--- src/rtl/seq_logic32.sv ---
// ---------------------------------------------------------------------------
// seq_logic32
//
// Multi-cycle bitwise logic unit. It is the sequential counterpart to the
// single-cycle combinational bitwise elements. When start is seen in IDLE it
// latches two operands and an opcode. It then works through the operands
// CHUNK bits per clock, over NSTEP RUN cycles. Finally it presents the full
// result on res with a one-cycle done pulse.
//
// Ports:
//   clk    in   1      rising-edge clock
//   rst_n  in   1      asynchronous, active-low reset
//   start  in   1      request, only looked at while IDLE
//   op     in   3      operation select, latched with start
//                        000 AND, 001 OR, 010 XOR, 011 NOR, 100 ANDN,
//                        101..111 behave as AND
//   A      in   WIDTH  operand A, latched with start
//   B      in   WIDTH  operand B, latched with start
//   busy   out  1      high while RUN or DONE
//   done   out  1      one-cycle pulse in the cycle res becomes valid
//   res    out  WIDTH  registered result, held until the next completion
//   zero   out  1      registered, 1 when res == 0, updated with res
//
// Timing: start is accepted at edge E0. RUN edges E1..E8 each fold in one
// chunk (for NSTEP = 8). res, zero and done update at E8. The unit returns
// to IDLE at E9, so busy is high for NSTEP+1 cycles.
// ---------------------------------------------------------------------------
module seq_logic32 #(
    parameter int WIDTH = 32,
    parameter int CHUNK = 4
) (
    input  logic             clk,
    input  logic             rst_n,
    input  logic             start,
    input  logic [2:0]       op,
    input  logic [WIDTH-1:0] A,
    input  logic [WIDTH-1:0] B,
    output logic             busy,
    output logic             done,
    output logic [WIDTH-1:0] res,
    output logic             zero
);

    // NSTEP is derived from WIDTH and CHUNK and is never set on its own.
    localparam int NSTEP = WIDTH / CHUNK;

    // The step counter needs at least one bit, even for a degenerate
    // single-step build.
    localparam int CW = (NSTEP > 1) ? $clog2(NSTEP) : 1;
    localparam logic [CW-1:0] LAST_STEP = CW'(NSTEP - 1);

    localparam logic [2:0] OP_AND  = 3'b000;
    localparam logic [2:0] OP_OR   = 3'b001;
    localparam logic [2:0] OP_XOR  = 3'b010;
    localparam logic [2:0] OP_NOR  = 3'b011;
    localparam logic [2:0] OP_ANDN = 3'b100;

    // A partial last chunk would leave result bits that are never computed.
    if ((WIDTH % CHUNK) != 0 || CHUNK < 1) begin : gBadChunk
        $error("seq_logic32: WIDTH must be a positive multiple of CHUNK");
    end

    typedef enum logic [1:0] {
        IDLE = 2'b00,
        RUN  = 2'b01,
        DONE = 2'b10
    } state_t;

    state_t           state_q;
    logic [CW-1:0]    cnt_q;
    logic [WIDTH-1:0] opA_q;
    logic [WIDTH-1:0] opB_q;
    logic [2:0]       opSel_q;
    logic [WIDTH-1:0] accum_q;
    logic [WIDTH-1:0] res_q;
    logic             zero_q;
    logic             busy_q;
    logic             done_q;

    logic [CHUNK-1:0] aChunk;
    logic [CHUNK-1:0] bChunk;
    logic [CHUNK-1:0] chunkRes;
    logic [WIDTH-1:0] accum_d;

    // Applies the latched operation to one chunk. Undefined opcodes fall
    // back to AND on purpose; no error is flagged for them.
    function automatic logic [CHUNK-1:0] applyOp(
        input logic [2:0]       sel,
        input logic [CHUNK-1:0] a,
        input logic [CHUNK-1:0] b
    );
        logic [CHUNK-1:0] r;
        case (sel)
            OP_OR:   r = a | b;
            OP_XOR:  r = a ^ b;
            OP_NOR:  r = ~(a | b);
            OP_ANDN: r = a & ~b;
            OP_AND:  r = a & b;
            default: r = a & b;
        endcase
        return r;
    endfunction

    // Selects the chunk of the latched operands for the current step. The
    // chunk result is merged into a copy of the accumulator. The merged
    // value (accum_d) is what the final step commits to res. This keeps the
    // last chunk from costing an extra cycle. A loop with constant slices
    // is used rather than a variable part-select, so every slice index is
    // fixed at elaboration.
    always_comb begin
        aChunk  = '0;
        bChunk  = '0;
        for (int s = 0; s < NSTEP; s++) begin
            if (cnt_q == CW'(s)) begin
                aChunk = opA_q[s*CHUNK +: CHUNK];
                bChunk = opB_q[s*CHUNK +: CHUNK];
            end
        end

        chunkRes = applyOp(opSel_q, aChunk, bChunk);

        accum_d = accum_q;
        for (int s = 0; s < NSTEP; s++) begin
            if (cnt_q == CW'(s)) begin
                accum_d[s*CHUNK +: CHUNK] = chunkRes;
            end
        end
    end

    // Control FSM with registered outputs.
    // - IDLE latches the request.
    // - RUN walks the counter through NSTEP chunks. On the last step it
    //   commits the merged result together with zero and done.
    // - DONE holds for exactly one cycle, then returns to IDLE.
    // res and zero are only written at completion, so partial results are
    // never visible. The counter is not advanced on the last step. This
    // means its wrap is never exercised.
    always_ff @(posedge clk or negedge rst_n) begin
        if (!rst_n) begin
            state_q <= IDLE;
            cnt_q   <= '0;
            opA_q   <= '0;
            opB_q   <= '0;
            opSel_q <= '0;
            accum_q <= '0;
            res_q   <= '0;
            zero_q  <= 1'b1;
            busy_q  <= 1'b0;
            done_q  <= 1'b0;
        end else begin
            case (state_q)
                IDLE: begin
                    done_q <= 1'b0;
                    if (start) begin
                        opA_q   <= A;
                        opB_q   <= B;
                        opSel_q <= op;
                        accum_q <= '0;
                        cnt_q   <= '0;
                        busy_q  <= 1'b1;
                        state_q <= RUN;
                    end
                end

                RUN: begin
                    accum_q <= accum_d;
                    if (cnt_q == LAST_STEP) begin
                        res_q   <= accum_d;
                        zero_q  <= (accum_d == '0);
                        done_q  <= 1'b1;
                        state_q <= DONE;
                    end else begin
                        cnt_q <= cnt_q + CW'(1);
                    end
                end

                DONE: begin
                    done_q  <= 1'b0;
                    busy_q  <= 1'b0;
                    cnt_q   <= '0;
                    state_q <= IDLE;
                end

                default: begin
                    done_q  <= 1'b0;
                    busy_q  <= 1'b0;
                    cnt_q   <= '0;
                    state_q <= IDLE;
                end
            endcase
        end
    end

    assign busy = busy_q;
    assign done = done_q;
    assign res  = res_q;
    assign zero = zero_q;

endmodule

--- config.mk ---
export PLATFORM = sky130hd
export DESIGN_NAME = seq_logic32
export DESIGN_NICKNAME = d
export VERILOG_FILES = /design/src/rtl/seq_logic32.sv
export SDC_FILE = /design/constraint.sdc
export NUM_CORES = 1
export LEC_CHECK = 0
export ABC_CLOCK_PERIOD_IN_PS = 5480
export CAP_MARGIN = 20
export CORE_MARGIN = 1
export CORE_UTILIZATION = 52
export CTS_CLUSTER_DIAMETER = 50
export DETAILED_ROUTE_END_ITERATION = 8
export GPL_TIMING_DRIVEN = 0
export PLACE_DENSITY = 0.86
export SYNTH_ARGS = -nofsm -noshare
export SYNTH_HDL_FRONTEND = slang
export SYNTH_SLANG_ARGS = --single-unit
--- constraint.sdc ---
create_clock -name clk -period 5.48 [get_ports clk]
set_clock_uncertainty 0.05 [all_clocks]
set_input_delay 0.822 -clock clk [delete_from_list [all_inputs] [get_ports clk]]
set_output_delay 0.822 -clock clk [all_outputs]
set_load 0.01 [all_outputs]
==> run metrics, run 1 <==
Final Power=5.89 mW; worst r2r src=cnt_q[2]$_DFFE_PN0P_; FF+latch count, synth=between 100 and 150; Critical Path Source Type=register; WP data required=5770 ps; Avg Cell Area, Syn=8.51 sq um; Slew @ Worst Pin=899 ps; Initial Util=53.6%; CP Max Fanout=10; commonest non-fill, non-tap cell in the layout=nand2_1; Port Buf Inserts=104; cts bufs inserted=17; initial antenna violation count=0; largest net degree at the start of global routing=78; clk_lat worst skew=430 ps; CP Cell Sequence=buf_2, inv_1, ha_1, buf_2, nor2_1, o211ai_1, a21oi_1, o211ai_1, nand2_1, ha_1, a22oi_1, or2_1, o21ai_0, o21ai_4, clkbuf_1, a31oi_1, or4_1, o31ai_1; Worst Path Buf+Inv=4; IO Count=105; most frequent cells in the layout=254 x nand2_1, 134 x dfrtp_1, 103 x clkdlybuf4s50_1; endpoints failing setup=0; Layout Area Growth over Synthesis=28.5%; sequential share of power=28.8%; die area=roughly 14000 sq um; CP max-delay cell=or4_1; Final Max Slew Viols=0; DRT Pass-1 Iters=8; vias=6672; Net Count, Synth=881; CTS tree=done; die width=116 microns; DRC=0; Area after DPL=8110 sq um; sequential-to-total area share from yosys stat=49.6%; critical path arrival=5240 ps; clock power share=21.6%; Tot GR Track Use=32.3%; ys async rst share=100%; relative slew slack=39.9%; Post-synth EDFFs=0; Unique masters post-synth=66; Crit path max-delay family=compound AO/OA/AOI/OAI gates; GPL Wtd Cong=0.898; clk buf depth=2; wire per inst=18.4 microns; origin of the worst setup path=cnt_q[2]$_DFFE_PN0P_; Core Rows=41; Setup WS pre-CTS=771 ps; Reg area=roughly 3400 sq um; area share of the largest cell type after synthesis=approximately 50%; WS Path Type=reg2reg; H-tree Lvls=4; Sinks on Clock Net=~140; PwrDens=673 nW/um^2; height of the chip=116 microns; via/cell ratio=between 6 and 7; global-route wire length before repair=about 33000 microns; Hold Vio Cnt, Final=0; Max VDD drop=0.000328 V; Area contributors post-synth=dfrtp_1 49%, nand2_1 14%, o21ai_0 5.1%; Fillers=between 1000 and 1500; area of the multi-input gates=3110 sq um; synthesis warning total=0; hold slack=between 300 and 400 ps; post-CTS sizing=0; final wirelength=20400 microns; initial DRC count=about 760; fraction of layout cells with a size suffix above 1=5.76%; clock root cell=clkbuf_16; Post-CTS Setup Bufs=0; Post-Syn Area=6820 sq um; final instance area=8760 sq um; status=finished, final reports clean; logic gate share of total power=roughly 50%; Final period util=90.4%; number of global-route vias before repair=between 6000 and 7000; Final #Nets=1006; hpwl dp=approximately 14000 microns; Hold/Removal Path Class=in2async; Net Sw Frac=42.9%; kind of end point of the critical path=register; fmax=202 MHz; # Max-Cap Violations=0; grt total ovfl=0; LEAKAGE=about 4 nW; Antenna Violating Nets Remaining=0; final setup TNS=0 ps; Synth Instances=roughly 800; ys flop type=dfrtp_1; final worst slack=527 ps; clk slew on worst S/H paths=60 ps; CP max stage delay=between 500 and 600 ps; RSZ-0062 raised after global routing=false; hold-fix buffers at CTS=0; post-synth top area cell=dfrtp_1; crit path time final=4950 ps; diode count=0; Pint=around 3.4 mW; core area=between 10000 and 15000 sq um; Net Sw Power=between 2 and 3 mW
## cells by family (layout without fill, tap and decap cells)
family / count (synthesis) / count (layout) / share of synthesized area (%)
AND/OR/NAND/NOR: 371 / 371 / 23.4
AO/OA/AOI/OAI: 189 / 189 / 18.1
flip-flops: 135 / 135 / 49.6
buffers and inverters: 80 / 217 / 4.79
adder cells (fa/ha/maj): 10 / 10 / 1.84
multiplexers: 9 / 9 / 1.34
XOR/XNOR: 7 / 7 / 0.900
## synthesized netlist by cell type, types with 10 or more instances
master	instances
buf_2	12
a21oi_1	28
nor2b_1	14
dfrtp_1	134
nand2_1	254
inv_1	20
a22o_1	20
nand3_1	15
nor2_1	42
clkbuf_1	38
ha_1	10
o21ai_0	69
## state kept, by name, summed over array words and instances (netlist names)
signal	count
opA_q	32
opB_q	32
res	32
accum_q	28
cnt_q	3
opSel_q	3
state_q	2
busy	1
done	1
zero	1
## final cells by class
cell class | instances | share of cell area (%)
clock buffer | 20 | 5.21
inverter | 21 | 0.900
sequential | 135 | 38.6
buffer | 59 | 2.83
multi-input combinational | 586 | 35.5
timing repair buffer | 106 | 12.3
tap | 172 | 2.46
clock inverter | 11 | 2.24
## per-stage QoR
stage | instances | util, %
2_1_floorplan | 801 | -
3_3_place_gp | 1077 | 63.4
3_5_place_dp | 1079 | 63.7
4_1_cts | 1110 | 68.8
5_1_grt | 1110 | 68.8
6_report | 1110 | 68.8
## path summary, 6_finish.rpt
path,endpoint,slack [ps],cells past startpoint
min in group clk,res[29]$_DFFE_PN0P_,420,2
max in group asynchronous,accum_q[14]$_DFFE_PN0P_,4320,2
max reg2reg,zero$_DFFE_PN1P_,530,18
min reg2reg,res[29]$_DFFE_PN0P_,420,2
min,opA_q[2]$_DFFE_PN0P_,310,1
max,zero$_DFFE_PN1P_,530,18
## metal layers
layer / wire length, microns / vias to the layer above / GRT usage (%) / part of all wire [%]
met3: 2030 / 97 / 7.47 / 9.9
met1: 7920 / 3169 / 41.2 / 39
met2: 9590 / 427 / 51.1 / 47
met4: 882 / 0 / 17.8 / 4.3
li1: - / 2979 / - / -
met5: 0 / - / 0 / 0
## power by group through the flow
stage | Combinational (mW) | Sequential (mW) | Clock [mW]
6_report | 2.92 | 1.70 | 1.27
5_1_grt | 3.18 | 1.73 | 1.31
4_1_cts | 2.83 | 1.69 | 1.27
3_5_place_dp | 2.76 | 1.69 | 0
3_3_place_gp | 2.67 | 1.68 | 0
2_1_floorplan | 1.82 | 1.67 | 0
Power figures use the tool's default switching activity.
==> inputs of run 2 (changes only) <==
- CELL_PAD_IN_SITES_DETAIL_PLACEMENT: not set -> 0
- CELL_PAD_IN_SITES_GLOBAL_PLACEMENT: not set -> 1
- CORE_UTILIZATION: 52 -> 41
- PLACE_DENSITY: 0.86 -> 0.9
- RECOVER_POWER: not set -> 25
- SLEW_MARGIN: not set -> 20
==> run 2 against run 1 <==
  * The flow now finishes with violations (max-capacitance violations, max-slew violations)
  * Maximum frequency up 0.16%
  * Cell area down 0.30%
  * Critical endpoint unchanged
  * First-iteration DRC count down 34%
  * Critical path type unchanged
  * Flip-flop and latch count unchanged
  * Count of clock-buffer cells in the layout down 2
  * Combinational power down 3%
  * Core utilization down 14 points
  * Register-to-register slack about the same
==> run metrics, run 2 (same netlist as run 1, synthesis figures left out) <==
WP data required=between 5000 and 6000 ps; fraction of layout cells with a size suffix above 1=5.76%; wire per inst=17.1 microns; height of the chip=131 microns; final wirelength=19800 microns; DRT Pass-1 Iters=5; Hold Vio Cnt, Final=0; area of the multi-input gates=3120 sq um; die width=131 microns; initial antenna violation count=0; initial DRC count=between 500 and 600; Post-CTS Setup Bufs=0; Fillers=1513; diode count=0; CP Max Fanout=10; critical path arrival=5240 ps; status=complete, but fails checks; Final #Nets=between 1000 and 1500; clock root cell=clkbuf_16; Port Buf Inserts=104; relative slew slack=-64.6%; cts bufs inserted=17; Final period util=roughly nine tenths; Antenna Violating Nets Remaining=0; violated checks=max-capacitance violations, max-slew violations; Tot GR Track Use=25.2%; kind of end point of the critical path=register; GPL Wtd Cong=about 0.89; Finished Layout Cells=1154; number of global-route vias before repair=just under 6000; hpwl dp=14200 microns; RSZ-0062 raised after global routing=false; clk slew on worst S/H paths=~60 ps; fmax=202 MHz; CTS tree=done; Final Max Slew Viols=138; Initial Util=a little over two fifths; crit path time final=4950 ps; Net Sw Frac=43.0%; Critical Path Source Type=register; logic gate share of total power=49.7%; Net Sw Power=2.45 mW; DRC=0; Sinks on Clock Net=135; # Max-Cap Violations=2; Core Rows=46; PwrDens=approximately 650 nW/um^2; post-CTS sizing=0; largest net degree at the start of global routing=~100; WS Path Type=reg2reg; most frequent cells in the layout=254 x nand2_1, 134 x dfrtp_1, 103 x clkdlybuf4s50_1; grt total ovfl=0; commonest non-fill, non-tap cell in the layout=nand2_1; Hold/Removal Path Class=reg2reg; Layout Area Growth over Synthesis=28.1%; Pint=3.25 mW; Reg area=3380 sq um; LEAKAGE=roughly 4.0 nW; core area=16100 sq um; Final Power=5.69 mW; H-tree Lvls=4; Slew @ Worst Pin=2470 ps; via/cell ratio=around 5.4; Max VDD drop=roughly 0.00035 V; placed cells=1122; IO Count=105; clk buf depth=2; die area=17100 sq um; sequential share of power=29.6%; clock power share=20.7%; endpoints failing setup=0; global-route wire length before repair=31800 microns; Final Util=between 50% and 60%; hold-fix buffers at CTS=0; clk_lat worst skew=440 ps; vias=6209
[run 2: routing by layer]
metal | global-route usage [%] | share of wire [%] | up-vias
li1 | - | - | 2987
met5 | 0 | 0 | -
met3 | 5.17 | 5.9 | 41
met2 | 38.3 | 45 | 225
met4 | 9.74 | 2.4 | 0
met1 | 35.4 | 47 | 2956
[run 2: layout make-up]
cell class	instances	share of cell area, %
Multi-Input combinational cell	586	35.7
Inverter	21	0.903
Sequential cell	135	38.7
Tap cell	216	3.09
Clock buffer	18	4.91
Timing Repair Buffer	105	11.9
Buffer	59	2.84
Clock inverter	14	1.95
[run 2: critical path: stages (launching register included)]
cell and delay [ps]:
dfrtp_1 340, buf_2 190, inv_1 190, ha_1 290
buf_2 190, nor2_1 370, o211ai_1 160, a21oi_1 430
o211ai_1 140, nand2_1 110, ha_1 230, a22oi_1 160
or2_1 130, o21ai_0 140, o21ai_4 270, clkbuf_1 450
a31oi_1 190, or4_1 540, o31ai_1 270
[run 2: stage by stage]
stage               setup WS [ps]  hold WS [ps]  setup TNS (ps)  instance area [sq um]
floorplan                    1640           388               0                   6820
global placement            -1860           405         -247920                   8130
detailed placement            639           413               0                   8170
CTS                           596           202               0                   8770
global route                  227           449               0                   8730
finish                        535           428               0                   8730
[run 2: worst paths after layout]
path,slack [ps],end,cells after the start,start
setup / recovery,530,zero$_DFFE_PN1P_,18,cnt_q[2]$_DFFE_PN0P_
hold / removal,430,res[9]$_DFFE_PN0P_,2,res[9]$_DFFE_PN0P_
setup reg to reg,530,zero$_DFFE_PN1P_,18,cnt_q[2]$_DFFE_PN0P_
hold reg to reg,430,res[9]$_DFFE_PN0P_,2,res[9]$_DFFE_PN0P_
max in group asynchronous,1210,opB_q[30]$_DFFE_PN0P_,2,rst_n
min in group asynchronous,880,opB_q[18]$_DFFE_PN0P_,1,rst_n
[run 2: power groups by stage]
stage | combinational [mW] | clock, mW | sequential [mW]
3_5_place_dp | 2.81 | 0 | 1.70
4_1_cts | 2.82 | 1.19 | 1.68
6_report | 2.83 | 1.18 | 1.69
3_3_place_gp | 2.74 | 0 | 1.68
2_1_floorplan | 1.82 | 0 | 1.67
5_1_grt | 3.15 | 1.23 | 1.74
==> RTL edit 1, RTL diff (config.mk and constraints of run 1) <==
Set the parameter `CHUNK` to 16 (it was 4).
--- a/src/rtl/seq_logic32.sv
+++ b/src/rtl/seq_logic32.sv
@@ -27,7 +27,7 @@
 // ---------------------------------------------------------------------------
 module seq_logic32 #(
     parameter int WIDTH = 32,
-    parameter int CHUNK = 4
+    parameter int CHUNK = 16
 ) (
     input  logic             clk,
     input  logic             rst_n,
Formal check against the unedited RTL: not equivalent (Yosys sat finds a counterexample within 4 cycles, from zero or initial values and one cycle with rst_n low).
==> RTL edit 1 against run 1 <==
- area after synthesis is 3.2% lower
- final cell count is 20% lower
- worst setup slack improved by 1.8 ns
- worst hold slack lost 0.0089 ns
- final area shrank 4.0%
- die area fell by 3.2%
- routed wire length is 21% lower
- sequential cell count up 1
- power shrank 1.0%
- critical endpoint is now opA_q[28]$_DFFE_PN0P_
==> RTL edit 1: results (changes against run 1) <==
[cells_and_area]
multi_input_area_sq_um=2985  ; was 3109 sq um
fin_nets=788  ; was 1006
nFillCells=909  ; was 1010

[routing]
wl_met3_um=835  ; was 2025 um
vias=5003  ; was 6672
wl_met2_um=8119  ; was 9590 um

[global_route]
antenna_found_initial=1  ; was 0
track_usage_pct=27.22  ; was 32.31%
met3_usage_pct=5.823  ; was 7.473%
grt_pass1_wl_um=26740  ; was 32680 um
grt_max_degree=89  ; was 78
use_met2_pct=46.22  ; was 51.12%

[placed_design]
dp_slack_ns=1.916  ; was 0.7715 ns
dpl_cell_area_sq_um=7875  ; was 8105 sq um
dp_hpwl_um=11920  ; was 13680 um
gp_congestion=0.8469  ; was 0.8980

[worst_setup_path]
crit_slowest_cell=buf_1  ; was or4_1
worstPathArrival_ns=3.42  ; was 5.24 ns
max_stage_delay_ns=0.63  ; was 0.59 ns
r2r_cells=11  ; was 18
worstReg2RegStart=cnt_q$_DFFE_PN0N_  ; was cnt_q[2]$_DFFE_PN0P_
critPathTopFamily=buffers and inverters  ; was compound AO/OA/AOI/OAI gates
endpoint=opA_q[28]$_DFFE_PN0P_  ; was zero$_DFFE_PN1P_

[power_and_ir_drop]
p_leak_nw=3.835  ; was 3.994 nW
netSwitchingPower_w=0.002321  ; was 0.002528 W
pg_seq_w=0.00174  ; was 0.00170 W
intPower_w=0.003511  ; was 0.003365 W

[timing]
fmax_mhz=314.7  ; was 201.9 MHz

[synthesis]
synth_fp_nets=664  ; was 881
syn_avg_cell_area_sq_um=11.41  ; was 8.508 sq um
synth_commonest_cells=dfrtp_1 (135), nand2_1 (98), mux2_2 (69)  ; was nand2_1 (254), dfrtp_1 (134), o21ai_0 (69)

[outcome]
status=complete, no violations  ; unchanged

-- RTL edit 1: cell count changes after synthesis, sizes merged, moves of 17 or more --
cell / change
o21ai: -67
nor2: -22
nand2: -156
mux2i: +38
mux2: +68
clkbuf: -17
-- RTL edit 1: kinds of logic (layout without fill, tap and decap cells) --
logic type                 count (synthesis)  in the layout  share of synthesized area [%]
and+or+nand+nor                          162            162                          10.76
DFF                                      136            136                          51.62
muxes                                    115            115                          19.50
AOI/OAI and AO/OA                         87             87                          9.979
buffers and inverters                     47            184                          3.112
adders and majority gates                 16             16                          3.035
xor gates and xnor gates                  15             15                          1.992
other                                      0              1                              0
-- RTL edit 1: layout make-up --
type / instances / share of cell area [%]
Tap cell: 168 / 2.499
Clock inverter: 10 / 0.9520
Antenna cell: 1 / 0.02975
Multi-Input combinational cell: 395 / 35.49
Clock buffer: 22 / 5.399
Sequential cell: 136 / 40.47
Buffer: 35 / 1.904
Timing Repair Buffer: 105 / 12.72
Inverter: 12 / 0.5355
==> RTL edit 2, RTL diff (flow settings as in run 1) <==
Without the edit above. Make the reset (`rst_n`) synchronous in one clocked block. Comments in the files are not updated.
--- a/src/rtl/seq_logic32.sv
+++ b/src/rtl/seq_logic32.sv
@@ -135,7 +135,7 @@
     // res and zero are only written at completion, so partial results are
     // never visible. The counter is not advanced on the last step. This
     // means its wrap is never exercised.
-    always_ff @(posedge clk or negedge rst_n) begin
+    always_ff @(posedge clk) begin
         if (!rst_n) begin
             state_q <= IDLE;
             cnt_q   <= '0;
Check against the original RTL: differs if rst_n is asserted again (counterexample within 4 cycles, from zero or initial values and one cycle with rst_n low); with rst_n held inactive, the same outputs for 10 cycles.
==> RTL edit 2 against run 1 <==
- the flow now finishes with violations (design-rule violations)
- sequential cell count did not move
- first-iteration DRC count is 16% higher
- final area is 7.0% lower
- area after synthesis fell by 7.4%
- synthesized cell count up 2.5%
- critical path depth down 1
- routed wire length shrank 6.1%
- via count decreased by 1.4%
- maximum frequency up 8.6%
- worst setup slack better by 0.39 ns
- sequential share of layout area shrank 5.4 points
- critical endpoint is now accum_q[20]$_SDFFE_PN0P_
- largest cell class is now multi-input combinational cells
- highest routed layer unchanged
Power is not compared: it rests on default switching activity, and its combinational part moved more than twofold at a synthesized area within 25%.
==> RTL edit 2: results (changes against run 1) <==
[routing]
wirelength_um=19160  ; was 20420 um
first_pass_iters=9  ; was 8
initialDrtViolationCount=890  ; was 764
vias=6580  ; was 6672
ant_nets=0  ; unchanged
drc=7  ; was 0

[worst_setup_path]
worstPathArrival_ns=4.86  ; was 5.24 ns
worstReg2RegStart=cnt_q[2]$_SDFFE_PN0P_  ; was cnt_q[2]$_DFFE_PN0P_
r2r_cells=17  ; was 18
regToRegEndpoint=accum_q[20]$_SDFFE_PN0P_  ; was zero$_DFFE_PN1P_
max_stage_delay_ns=0.39  ; was 0.59 ns
worstPathMaxFanout=10  ; unchanged
r2r_slack_ns=0.92  ; was 0.53 ns
worstSetupStartpointType=register  ; unchanged
critPathTopFamily=compound AO/OA/AOI/OAI gates  ; unchanged
crit_slowest_cell=clkbuf_1  ; was or4_1

[clock_tree]
clockRootBuffer=clkbuf_16  ; unchanged
path_clk_slew_ns=0.06  ; about the same
htreeDepth=4  ; unchanged
cts_setup_buffers=0  ; unchanged
cts_buffers=17  ; unchanged
clock_latency_ns=0.43  ; about the same
clockBufferDepth=2  ; unchanged
cts-resized-gates=0  ; unchanged

[synthesis]
synth_fp_nets=901  ; was 881
synth_commonest_cells=nand2_1 (220), dfxtp_1 (135), a21oi_1 (103)  ; was nand2_1 (254), dfrtp_1 (134), o21ai_0 (69)
synth_area_leader_cell=dfxtp_1  ; was dfrtp_1
synth_area_leaders=dfxtp_1 (43%), nand2_1 (13%), a21oi_1 (8.2%), o21ai_0 (4.4%), nor2_1 (3.2%)  ; was dfrtp_1 (49%), nand2_1 (14%), o21ai_0 (5.1%), a22o_1 (2.6%), nor2_1 (2.3%)
synth.distinct_cells=67  ; was 66
ys_warn_count=0  ; unchanged
ys_seq_area_share_pct=42.83  ; was 49.59%
synth-async-reset-ratio_pct=0  ; was 100.0%

[global_route]
grt_pass1_vias=6071  ; was 6547
antenna_found_initial=0  ; unchanged
grt_pass1_wl_um=30490  ; was 32680 um
track_usage_pct=31.33  ; was 32.31%
grt_max_degree=17  ; was 78

[timing]
relSlewSlack_pct=37.42  ; was 39.88%

[power_and_ir_drop]
p_sw_share_pct=23.88
p_leak_nw=2.873
ir_worst_vdd_v=0.0002172

[cells_and_area]
drive_gt1_share_pct=5.753  ; was 5.757%
insertedDiodeCount=0  ; unchanged
fin_nets=1024  ; was 1006

[placed_design]
io_buffers=104  ; unchanged
gp_congestion=0.9673  ; was 0.8980
dp_hpwl_um=13540  ; was 13680 um
dp_slack_ns=1.180  ; was 0.7715 ns

[min_path]
holdCritPathClass=register to register  ; was input port to async pin
hold_depth=2
hold_path_end=res[6]$_SDFFE_PN0P_
worstHoldStart=res[6]$_SDFFE_PN0P_

[outcome]
status=complete, but fails checks  ; was complete, no violations
violations=design-rule violations

-- RTL edit 2: power groups by stage --
stage | clock, W | combinational [W] | sequential (W)
6_report | 0.00120 | 0.000277 | 0.00104
5_1_grt | 0.00125 | 0.000304 | 0.00104
4_1_cts | 0.00120 | 0.000271 | 0.00103
3_5_place_dp | 0 | 0.000269 | 0.00105
3_3_place_gp | 0 | 0.000265 | 0.00105
2_1_floorplan | 0 | 0.000166 | 0.00105
-- RTL edit 2: logic make-up (layout without fill, tap and decap cells) --
logic type | Yosys count | in the layout | share of synthesized area (%)
and+or+nand+nor | 334 | 334 | 22.29
AOI/OAI and AO/OA | 253 | 253 | 26.08
DFF | 135 | 135 | 42.83
buffers and inverters | 78 | 213 | 5.195
adders and majority gates | 10 | 10 | 1.983
xor gates and xnor gates | 6 | 6 | 0.8328
muxes | 5 | 5 | 0.7932
-- RTL edit 2: worst max-delay path by stage --
stage / to / slack (ns) / cells past startpoint
finish: accum_q[20]$_SDFFE_PN0P_ / 0.92 / 17
global route: accum_q[16]$_SDFFE_PN0P_ / 0.74 / 17
CTS: accum_q[16]$_SDFFE_PN0P_ / 1.13 / 17
detailed placement: accum_q[16]$_SDFFE_PN0P_ / 1.18 / 17
global placement: accum_q[12]$_SDFFE_PN0P_ / 1.24 / 17
floorplan: zero$_SDFFE_PN1P_ / 2.14 / 15
-- RTL edit 2: layout make-up --
type	instances	area (sq um)
buffer	61	264.0
clock buffer	23	467.9
clock inverter	8	146.4
fill	962	3470
inverter	17	63.81
multi-input combinational	608	3279
sequential	135	2703
tap	143	178.9
timing repair buffer	104	1041
-- RTL edit 2: stage by stage --
step,instance area [sq um],hold WS (ns),instances
CTS,8144,0.4043,1099
finish,8144,0.4026,1099
global placement,7530,0.3861,1068
global route,8144,0.4240,1099
detailed placement,7530,0.3969,1068
floorplan,6310,0.3749,821
-- RTL edit 2: per-layer routing --
layer  vias up  wire length [um]  GRT usage, %
met5         -                 0             0
met4         0               616         14.84
met3        63              2110         8.153
met2       392              8236         46.63
met1      3023              8199         42.41
li1       3102                 -             -
-- RTL edit 2: worst min-delay path, cell delays in order (launching register included) --
cell and delay [ns]:
dfxtp_1 0.31, nand2_1 0.05, a21oi_1 0.05
